==> config.mk <==
export PLATFORM = sky130hd
export DESIGN_NAME = stream_demux_1ton
export DESIGN_NICKNAME = d
export VERILOG_FILES = /design/src/rtl/stream_demux_pkg.sv /design/src/rtl/stream_demux_1ton_slot.sv /design/src/rtl/stream_demux_1ton.sv
export SDC_FILE = /design/constraint.sdc
export NUM_CORES = 1
export LEC_CHECK = 0
export ABC_AREA = 1
export CAP_MARGIN = 0
export CORE_MARGIN = 2
export CORE_UTILIZATION = 46
export CTS_CLUSTER_DIAMETER = 120
export DETAILED_ROUTE_END_ITERATION = 10
export PLACE_DENSITY = 0.81
export SETUP_SLACK_MARGIN = 0.02
export SLEW_MARGIN = 20
export SYNTH_ARGS = -nofsm -noshare
export SYNTH_HDL_FRONTEND = slang
export SYNTH_SLANG_ARGS = --single-unit
==> constraint.sdc <==
create_clock -name clk -period 2.6 [get_ports clk]
set_clock_uncertainty 0.1 [all_clocks]
set_input_delay 0.26 -clock clk [delete_from_list [all_inputs] [get_ports clk]]
set_output_delay 0.26 -clock clk [all_outputs]
set_load 0.01 [all_outputs]
==> src/rtl/stream_demux_pkg.sv <==
// Shared definitions for the registered 1-to-N stream demultiplexer.
// Holds the packet-routing FSM state encoding.
package stream_demux_pkg;

  typedef enum logic [1:0] {
    ST_IDLE = 2'd0,
    ST_FWD  = 2'd1,
    ST_DROP = 2'd2
  } state_t;

endpackage

==> src/rtl/stream_demux_1ton_slot.sv <==
// One-entry valid/ready holding register for a single demux output channel.
// The slot can drain and refill in the same cycle, so it sustains one beat per cycle.
module demux_out_slot #(
  parameter int DATA_W = 8
) (
  input  logic              clk,
  input  logic              rst,
  input  logic              wr_en,
  input  logic [DATA_W-1:0] wr_data,
  input  logic              wr_last,
  input  logic              rd_ready,
  output logic              valid,
  output logic [DATA_W-1:0] data,
  output logic              last,
  output logic              free
);

  assign free = !valid || rd_ready;

  // Output register stage; data is left untouched on drain so it never glitches
  always_ff @(posedge clk) begin
    if (rst) begin
      valid <= 1'b0;
      data  <= '0;
      last  <= 1'b0;
    end else if (wr_en) begin
      valid <= 1'b1;
      data  <= wr_data;
      last  <= wr_last;
    end else if (rd_ready) begin
      valid <= 1'b0;
    end
  end

endmodule

==> src/rtl/stream_demux_1ton.sv <==
// Registered 1-to-N stream demultiplexer with packet locking, per-channel
// back-pressure and a saturating counter of beats dropped on bad selects.
module stream_demux_1ton
  import stream_demux_pkg::*;
#(
  parameter int DATA_W  = 8,
  parameter int NUM_OUT = 8,
  parameter int SEL_W   = 3,
  parameter int CNT_W   = 8
) (
  input  logic                      clk,
  input  logic                      rst,
  input  logic                      in_valid,
  output logic                      in_ready,
  input  logic [DATA_W-1:0]         in_data,
  input  logic                      in_last,
  input  logic [SEL_W-1:0]          in_sel,
  output logic [NUM_OUT-1:0]        out_valid,
  input  logic [NUM_OUT-1:0]        out_ready,
  output logic [NUM_OUT*DATA_W-1:0] out_data,
  output logic [NUM_OUT-1:0]        out_last,
  output logic                      drop_pulse,
  output logic [CNT_W-1:0]          drop_cnt
);

  localparam logic [SEL_W:0] NUM_OUT_L = (SEL_W+1)'(NUM_OUT);

  state_t             state, state_nxt;
  logic [SEL_W-1:0]   lock_sel;
  logic [SEL_W-1:0]   eff_sel;
  logic               sel_ok;
  logic               dropping;
  logic               target_free;
  logic               accept;
  logic               lock_load;
  logic               drop_beat;
  logic [NUM_OUT-1:0] slot_free;
  logic [NUM_OUT-1:0] slot_wr;

  function automatic logic [CNT_W-1:0] sat_inc(input logic [CNT_W-1:0] v);
    return (&v) ? v : v + CNT_W'(1);
  endfunction

  // Routing decision: in_sel steers only the first beat, later beats follow the lock
  always_comb begin
    sel_ok      = ({1'b0, in_sel} < NUM_OUT_L);
    eff_sel     = (state == ST_FWD) ? lock_sel : in_sel;
    dropping    = (state == ST_DROP) || ((state == ST_IDLE) && !sel_ok);
    target_free = 1'b0;
    for (int k = 0; k < NUM_OUT; k++) begin
      if (eff_sel == SEL_W'(k)) target_free = slot_free[k];
    end
    in_ready  = dropping || target_free;
    accept    = in_valid && in_ready;
    drop_beat = accept && dropping;
    for (int k = 0; k < NUM_OUT; k++) begin
      slot_wr[k] = accept && !dropping && (eff_sel == SEL_W'(k));
    end
  end

  always_comb begin
    state_nxt = state;
    lock_load = 1'b0;
    case (state)
      ST_IDLE: begin
        if (accept && !in_last) begin
          if (sel_ok) begin
            state_nxt = ST_FWD;
            lock_load = 1'b1;
          end else begin
            state_nxt = ST_DROP;
          end
        end
      end
      ST_FWD, ST_DROP: begin
        if (accept && in_last) state_nxt = ST_IDLE;
      end
      default: state_nxt = ST_IDLE;
    endcase
  end

  always_ff @(posedge clk) begin
    if (rst) state <= ST_IDLE;
    else     state <= state_nxt;
  end

  always_ff @(posedge clk) begin
    if (rst) begin
      lock_sel   <= '0;
      drop_pulse <= 1'b0;
      drop_cnt   <= '0;
    end else begin
      if (lock_load) lock_sel <= in_sel;
      drop_pulse <= drop_beat;
      if (drop_beat) drop_cnt <= sat_inc(drop_cnt);
    end
  end

  for (genvar k = 0; k < NUM_OUT; k++) begin : g_slot
    demux_out_slot #(.DATA_W(DATA_W)) u_slot (
      .clk      (clk),
      .rst      (rst),
      .wr_en    (slot_wr[k]),
      .wr_data  (in_data),
      .wr_last  (in_last),
      .rd_ready (out_ready[k]),
      .valid    (out_valid[k]),
      .data     (out_data[k*DATA_W +: DATA_W]),
      .last     (out_last[k]),
      .free     (slot_free[k])
    );
  end

endmodule

==> key figures <==
Logic synthesis
  • Synth Cell Area: 0.00351 mm^2
  • Synth cell types: 26
  • Ranking of synthesized cells by area: dfxtp_1 (48%), nand2_1 (10%), a21oi_1 (10%), nand3_1 (8.3%), buf_4 (6.2%)
  • Cells after synthesis: 461
  • FFs w/ async S/R, synth: 0
  • Most frequent cell after synthesis: nand2_1
  • Post-synth top cells: nand2_1 (98), dfxtp_1 (84), a21oi_1 (72)
  • EDFF count, synth: 0
  • Sequential area share after synthesis: 0.480
  • Syn avg cell area: 7.60 um^2
  • Synth area leader: dfxtp_1
  • Synth top area share: 0.480
  • #FFs+latches synth: 84
  • Synth Flop Type: dfxtp_1
  • Yosys Warn Count: 0

Routing
  • # DRC: 0
  • Initial DRC Count: 221
  • Pre-antenna DRT Iters: 5
  • Detailed Route WL: 9700 um
  • Via density per instance: 5.22
  • DR WL/cell: 14.9 um
  • Via count: 3396
  • ANT nets after route: 0

Setup path
  • CP Data Arrival Time: 2.42 ns
  • Setup crit start kind: input pin
  • Worst r2r src: state[0]
  • Critical path class: in2reg
  • Crit path max fanout: 19
  • Worst Setup SP: in_sel[1]
  • CP required: 2.71 ns
  • CP Capture Type: flip-flop

Clock tree
  • TritonCTS Buffers: 9
  • Root Driver: clkbuf_8
  • Max Buffers Root-to-Sink: 2
  • Worst-Skew Late Latency: 0.35 ns
  • H-tree lvl count: 3
  • CTS tree: done
  • Clk slew on worst S/H paths: 0.08 ns
  • Clock sinks: 84

Min path
  • Hold Path Origin: rst
  • HP Class: in2reg

Power
  • Power density over cell area: 597 mW/mm^2
  • Leak: 1.75 nW
  • Total Power: 2.83 mW
  • Max IR drop VDD: 405 uV

Die
  • Die Height: 91.3 um
  • Num rows: 31
  • DIE WIDTH: 91.3 um
  • Starting Density: 0.478
  • Ports: 113
  • CORE AREA: 0.00733 mm^2
  • Die area: 0.00834 mm^2

Placed design
  • Cell Area, Placed: 0.00449 mm^2
  • Port Buffers: 103
  • GP Congestion: 0.835
  • DPL Wire Length: 6480 um

STA
  • Worst-Margin Slew: 0.713 ns
  • Minimum clock period after layout: 2.31 ns
  • Max-slew violation count: 0
  • Worst rel slew slack: 0.525
  • Final hold violation count: 0
  • Fin crit share: 0.890
  • RSZ-0062 raised after global routing: no
  • Setup Viol. Count Final: 0
  • Fmax: 432 MHz

GRT
  • Largest net degree at the start of global routing: 72
  • First-pass GRT wire length: 15100 um
  • GR Util All Layers: 0.230
  • Vias in the first global route: 3088
  • Total gr overflow: 0
  • Initial antenna violation count: 0

Outcome
  • Status: finished, final reports clean

Cells and area
  • Nets: 569
  • P&R area growth vs syn: 35.0%
  • Fin util: 0.646
  • Share of cells above drive strength 1: 0.103
  • Design Area, Final: 0.00473 mm^2
  • FILL cells: 624
  • Ant diodes: 0

Job
  • Count of max-cap constraint violations: 0
==> path summary, 6_finish.rpt <==
path                              endpoint  slack, ns  cells after the start
setup / recovery  g_slot[4].u_slot.data[3]       0.29                     13
hold / removal                 lock_sel[2]       0.23                      4
setup reg to reg  g_slot[4].u_slot.data[3]       0.31                     11
hold reg to reg      g_slot[3].u_slot.last       0.37                      2
==> repair_timing <==
action                     CTS  global route
setup endpoints to repair    1             1
gates resized for setup      4             3
pin swaps                    0             1
buffers inserted             0             2
gates cloned                 0             0
hold endpoints to repair     0             0
hold buffers                 0             0
==> power by group <==
group	switching (mW)	internal [mW]	total (mW)
combinational	0.294	0.210	0.504
sequential	0.0293	1.33	1.36
clock	0.464	0.498	0.962
total	0.787	2.04	2.83
==> critical path, cell delays in order <==
cell             delay, ns
clkdlybuf4s50_1       0.51
inv_1                 0.10
o21ai_4               0.17
buf_4                 0.15
o211ai_1              0.08
nand3_1               0.13
nand2_1               0.09
nand4_2               0.10
nor2_4                0.06
nor2_8                0.26
nand2_1               0.30
nand2_1               0.14
a21oi_1               0.06
==> kinds of logic (layout without fill, tap and decap cells) <==
family	Yosys count	in the layout	share of synthesized area
buffers and inverters	85	167	0.127
and+or+nand+nor	203	203	0.261
DFF	84	84	0.480
AOI/OAI and AO/OA	88	88	0.131
other	1	9	0.00107
==> per-layer routing <==
| metal | vias to the layer above | wire [um] | track usage |
|---|---|---|---|
| li1 | 1637 | - | - |
| met2 | 150 | 4550 | 0.358 |
| met4 | 0 | 308 | 0.110 |
| met3 | 27 | 638 | 0.0573 |
| met5 | - | 0 | 0 |
| met1 | 1582 | 4210 | 0.298 |
==> through the flow <==
stage	instances	setup TNS, ns	hold slack, ns	setup slack, ns
floorplan	469	0	0.335	0.716
CTS	648	0	0.219	0.0206
global route	650	0	0.256	0.0904
detailed placement	632	-0.123	0.355	-0.0220
finish	650	0	0.228	0.286
global placement	632	0	0.353	0.0537
==> registers in the layout, indices dropped and copies added (netlist names) <==
register	flops
g_slot.u_slot.last	8
state	1
g_slot.u_slot.data	64
g_slot.u_slot.valid	8
lock_sel	3
==> final cells by class <==
type	instances	area, um^2	share of cell area
multi-input combinational	300	1430	0.301
clock buffer	11	151	0.0320
clock inverter	5	58.8	0.0124
sequential	84	1690	0.356
tap	99	124	0.0262
inverter	30	113	0.0238
timing repair buffer	121	1180	0.248
==> cells in the final DEF (no fill, tap or decap), types with 2 or more instances in the layout <==
master / n
nand3_1: 58
o21ai_0: 11
buf_4: 17
nor2_4: 2
nand2_1: 97
clkdlybuf4s50_1: 101
nand2_4: 2
clkbuf_8: 11
inv_1: 25
a21oi_1: 72
nor2_1: 28
dfxtp_1: 83
clkinvlp_4: 2
inv_2: 5
conb_1: 9
nand2_2: 5
nor2_2: 3
nand4_1: 6
o21ai_4: 2
(Power assumes the default switching activity.)
